File: src/rtl/spi_burst_sequencer.sv
// spi_burst_sequencer: frames an SPI bit stream into a command, a base address and a burst of data words.
// It raises write strobes and read-prefetch requests with auto-incremented addresses and shifts read data out on spi_cipo.
`default_nettype none

module spi_burst_sequencer #(
    parameter int ASZ  = 7,
    parameter int DSZ  = 32,
    parameter int MAXW = 16
) (
    input  logic                        spi_clk,
    input  logic                        spi_reset,
    input  logic                        spi_copi,
    output logic                        spi_cipo,
    input  logic [DSZ-1:0]              rdat,
    output logic                        rd_req,
    output logic [ASZ-1:0]              rd_addr,
    output logic                        wr_stb,
    output logic [ASZ-1:0]              wr_addr,
    output logic [DSZ-1:0]              wr_data,
    output logic [$clog2(MAXW+1)-1:0]   word_cnt,
    output logic                        burst_ovf
);
    localparam int WCW = $clog2(MAXW + 1);
    localparam int BCW = $clog2((DSZ > ASZ) ? DSZ : ASZ);

    typedef enum logic [1:0] {
        S_CMD  = 2'd0,
        S_ADDR = 2'd1,
        S_DATA = 2'd2,
        S_HALT = 2'd3
    } state_t;

    state_t         state;
    state_t         state_nxt;
    logic [BCW-1:0] bit_cnt;
    logic [BCW-1:0] bit_cnt_nxt;
    logic           rd_flag;
    logic [DSZ-2:0] shift_in;
    logic [DSZ-1:0] shift_nxt;
    logic [ASZ-1:0] cur_addr;
    logic [DSZ-1:0] shift_out;
    logic           hdr_done;
    logic           word_done;
    logic           last_word;

    assign shift_nxt = {shift_in, spi_copi};
    assign last_word = (word_cnt == WCW'(MAXW - 1));

    always_comb begin
        state_nxt   = state;
        bit_cnt_nxt = bit_cnt + 1'b1;
        hdr_done    = 1'b0;
        word_done   = 1'b0;
        case (state)
            S_CMD: begin
                state_nxt   = S_ADDR;
                bit_cnt_nxt = '0;
            end
            S_ADDR: begin
                if (bit_cnt == BCW'(ASZ - 1)) begin
                    hdr_done    = 1'b1;
                    state_nxt   = S_DATA;
                    bit_cnt_nxt = '0;
                end
            end
            S_DATA: begin
                if (bit_cnt == BCW'(DSZ - 1)) begin
                    word_done   = 1'b1;
                    bit_cnt_nxt = '0;
                    if (last_word) begin
                        state_nxt = S_HALT;
                    end
                end
            end
            default: begin
                bit_cnt_nxt = bit_cnt;
            end
        endcase
    end

    always_ff @(posedge spi_clk or posedge spi_reset) begin
        if (spi_reset) begin
            state     <= S_CMD;
            bit_cnt   <= '0;
            rd_flag   <= 1'b0;
            shift_in  <= '0;
            cur_addr  <= '0;
            word_cnt  <= '0;
            burst_ovf <= 1'b0;
            rd_req    <= 1'b0;
            wr_stb    <= 1'b0;
        end else begin
            state    <= state_nxt;
            bit_cnt  <= bit_cnt_nxt;
            shift_in <= shift_nxt[DSZ-2:0];
            if (state == S_CMD) begin
                rd_flag <= spi_copi;
            end
            if (hdr_done) begin
                cur_addr <= shift_nxt[ASZ-1:0];
            end
            if (word_done) begin
                cur_addr <= cur_addr + 1'b1;
                word_cnt <= word_cnt + 1'b1;
            end
            if (state == S_HALT) begin
                burst_ovf <= 1'b1;
            end
            // No prefetch after the final word: nothing would ever shift it out.
            rd_req <= rd_flag && (hdr_done || (word_done && !last_word));
            wr_stb <= !rd_flag && word_done;
        end
    end

    // Unreset so downstream synchronisers can still sample them after cs rises.
    always_ff @(posedge spi_clk) begin
        if (hdr_done && rd_flag) begin
            rd_addr <= shift_nxt[ASZ-1:0];
        end
        if (word_done && rd_flag && !last_word) begin
            rd_addr <= cur_addr + 1'b1;
        end
        if (word_done && !rd_flag) begin
            wr_addr <= cur_addr;
            wr_data <= shift_nxt;
        end
    end

    always_ff @(negedge spi_clk or posedge spi_reset) begin
        if (spi_reset) begin
            shift_out <= '0;
        end else if (rd_req) begin
            shift_out <= rdat;
        end else begin
            shift_out <= {shift_out[DSZ-2:0], 1'b0};
        end
    end

    assign spi_cipo = (state == S_DATA) && rd_flag && shift_out[DSZ-1];

endmodule

`default_nettype wire

File: config.mk
export PLATFORM = sky130hd
export DESIGN_NAME = spi_burst_sequencer
export DESIGN_NICKNAME = d
export VERILOG_FILES = /design/src/rtl/spi_burst_sequencer.sv
export SDC_FILE = /design/constraint.sdc
export NUM_CORES = 1
export LEC_CHECK = 0
export CAP_MARGIN = 0
export CORE_MARGIN = 5
export CORE_UTILIZATION = 31
export DETAILED_ROUTE_END_ITERATION = 10
export GPL_TIMING_DRIVEN = 0
export PLACE_DENSITY = 0.52
export SETUP_SLACK_MARGIN = 0.5
export SLEW_MARGIN = 20
export SYNTH_ARGS = -nofsm -noshare
export SYNTH_HDL_FRONTEND = slang
export SYNTH_SLANG_ARGS = --single-unit
File: constraint.sdc
create_clock -name spi_clk -period 3.4 [get_ports spi_clk]
set_clock_uncertainty 0.15 [all_clocks]
set_input_delay 0.85 -clock spi_clk [delete_from_list [all_inputs] [get_ports spi_clk]]
set_output_delay 0.85 -clock spi_clk [all_outputs]
set_load 0.03 [all_outputs]
==> flow_summary_export.csv <==
group,metric,value,unit
outcome,status,"finished, violations left",
outcome,violations,"negative setup slack",
floorplanning,fp.coreArea,15090,sq um
synthesis,ys.flop_type,"dfrtp_1",
routing,avgRoutedWirePerCell,15.49,microns
grt,grt_usage,0.1160,
power,peakVddDrop,0.3053,mV
sta,hold_viol,0,
grt,grt_max_degree,30,
clock_tree,cts_made_buffers,17,
placed_design,place_congestion,0.7262,
placed_design,port_buffers,89,
synthesis,yosysMostFrequentCell,"dfrtp_1",
grt,antenna_found_initial,2,
hold_path,min_path_type,"reg2reg",
clock_tree,clk_latency,400,ps
sta,finalSetupViolCount,1,
critical_path,crit_fanout,1,
synthesis,synth_cell_types,38,
routing,wl,9606,microns
synthesis,synthTopCellsByArea,"edfxtp_1 29%, dfrtp_1 29%, dfrtn_1 17%, mux2_2 7.9%, ha_1 3.2%",
routing,first_pass_iters,4,
sta,fin_ws,-394.1,ps
synthesis,synthesis.instances,294,
final_layout,fin_area,6885,sq um
synthesis,synth.avg_cell_area,16.04,sq um
critical_path,crit_type,"reg2out",
synthesis,synth_edf_count,46,
clock_tree,htree_levels,4,
floorplanning,ios,90,
grt,grt-ovfl-total,0,
floorplanning,die_w,133.4,microns
floorplanning,rows,45,
placed_design,dpl_cell_area,6087,sq um
critical_path,cpLargestDelayFamily,"flip-flops",
critical_path,crit_cells,2,
clock_tree,cts-root-buf,"clkbuf_16",
critical_path,path_cells,"and3_4, buf_6",
grt,grt_first_pass_wirelength,15830,microns
placed_design,pre_cts_slack,-542.5,ps
power,power_density,542.5,nW/um^2
placed_design,dp.cells,574,
power,total_power,3.735,mW
final_layout,fillCellCount,1355,
final_layout,final_util,0.4563,
grt,grt_pass1_vias,2934,
critical_path,worst-endpoint-arrival,2790,ps
run,maxCapViolCount,0,
final_layout,syn2layout_area_growth,45.97,%
placed_design,post-dp-hpwl,6290,microns
routing,drc,0,
clock_tree,clk_pin_slew,50,ps
critical_path,cp.required,2400,ps
synthesis,synthTopCellsByCount,"54 x dfrtp_1, 46 x edfxtp_1, 33 x mux2_2",
sta,maxSlewViolCount,0,
final_layout,instances_no_fill,620,
critical_path,crit_path_end_kind,"primary output",
hold_path,hold_depth,0,
synthesis,yosys.area.top_type,"edfxtp_1",
synthesis,synth_warnings,0,
floorplanning,initial_utilization,0.3126,
synthesis,async_flop_share,0.6515,
power,leakagePower,2.924,nW
critical_path,critPathBufInv,1,
clock_tree,cts_tree,"done",
sta,hold_ws,218.0,ps
floorplanning,die_h,133.4,microns
sta,tns,-394.1,ps
sta,worst_pin_slew,723.2,ps
synthesis,ys_seq_elements,132,
critical_path,cp-start-kind,"register",
final_layout,drive_gt1_frac,0.2233,
synthesis,synthesis.area,4717,sq um
critical_path,cpMaxStageDelayCell,"dfrtn_1",
routing,via_count,2709,
sta,rsz0062_at_grt,"true",
synthesis,yosysSeqAreaShare,0.7491,
clock_tree,clockBufferDepth,2,
critical_path,ff2ff_path_depth,3,
clock_tree,cts.sinks,132,
critical_path,max_stage_delay,390,ps
routing,ant_nets,0,
sta,maxSlewHeadroom,0.5167,
floorplanning,die_area,17780,sq um
final_layout,fin_nets,464,
synthesis,syn-num-nets,341,
synthesis,yosysTopAreaCellShare,0.2928,
routing,drtIter0Drc,69,
routing,viasPerCell,4.369,
==> path summary, 6_finish.rpt <==
kind | startpoint | endpoint | slack [ps]
setup reg to reg | rd_req$_DFF_PP0_ | shift_out[18]$_DFF_NP0_ | 310
hold reg to reg | shift_in[15]$_DFF_PP0_ | shift_in[16]$_DFF_PP0_ | 220
hold / removal | shift_in[15]$_DFF_PP0_ | shift_in[16]$_DFF_PP0_ | 220
max in group asynchronous | spi_reset | shift_out[25]$_DFF_NP0_ | 620
setup / recovery | shift_out[31]$_DFF_NP0_ | spi_cipo | -390
min in group asynchronous | spi_reset | state[1]$_DFFE_PP0P_ | 610
==> layout make-up <==
class	instances	area, sq um	area share
flip-flops and latches	132	3535	0.5134
multi-input cells	143	1234	0.1792
repair buffers	103	1094	0.1588
clock buffers	22	474.2	0.06887
well taps	188	235.2	0.03416
clock inverters	10	152.6	0.02217
plain buffers	8	106.4	0.01545
inverters	11	45.04	0.006542
repair inverters	1	5.005	0.0007269
diodes	2	5.005	0.0007269
==> where the power goes <==
part | internal, mW | switching (mW) | leakage (nW)
Sequential | 1.69 | 0.0256 | 1.48
Combinational | 0.0638 | 0.0491 | 1.15
Clock | 1.28 | 0.627 | 0.301
Total | 3.03 | 0.702 | 2.92
==> layer usage <==
metal  GRT usage  up-vias  part of all wire
met1      0.1545     1340              0.47
met2      0.1693       76              0.45
met3     0.04909        9             0.065
met4     0.04286        0            0.0096
li1            -     1284                 -
met5           0        -                 0
==> what timing repair did <==
action | in CTS | in global routing
endpoints found under the setup margin | 65 | 52
cloned | 5 | 0
buffers inserted | 7 | 0
hold buffers | 0 | 0
resized for setup | 49 | 0
endpoints found under the hold margin | 0 | 0
==> flip-flops by register name, indices dropped and copies added (netlist names) <==
register / count
word_cnt: 5
wr_data: 32
wr_addr: 7
rd_flag: 1
rd_addr: 7
wr_stb: 1
burst_ovf: 1
shift_in: 31
shift_out: 32
rd_req: 1
bit_cnt: 5
state: 2
cur_addr: 7
==> placed cells by master, fill, tap and decap left out, types with 3 or more instances in the layout <==
cell type         n
clkdlybuf4s50_1  55
dfrtp_1          53
edfxtp_1         46
dlygate4sd2_1    33
dfrtn_1          32
mux2_4           31
nand2_1          27
clkbuf_16        18
ha_1             12
o21ai_0          10
inv_1            10
a21oi_1           8
xnor2_1           7
buf_4             6
nor2_1            6
nand3_1           5
o22ai_1           5
buf_12            5
bufinv_16         4
buf_16            4
clkbuf_1          3
nand2b_1          3
clkinvlp_4        3
clkbuf_8          3
buf_6             3
==> cell families (layout without fill, tap and decap cells) <==
family | count (synthesis) | count (layout) | synth area share
muxes | 36 | 36 | 0.08541
xor gates and xnor gates | 8 | 8 | 0.01485
other | 0 | 2 | 0
buffers and inverters | 19 | 155 | 0.01724
and+or+nand+nor | 53 | 53 | 0.05464
DFF | 132 | 132 | 0.7491
adders and majority gates | 12 | 12 | 0.03183
AOI/OAI and AO/OA | 34 | 34 | 0.04695
(Power assumes the default switching activity.)
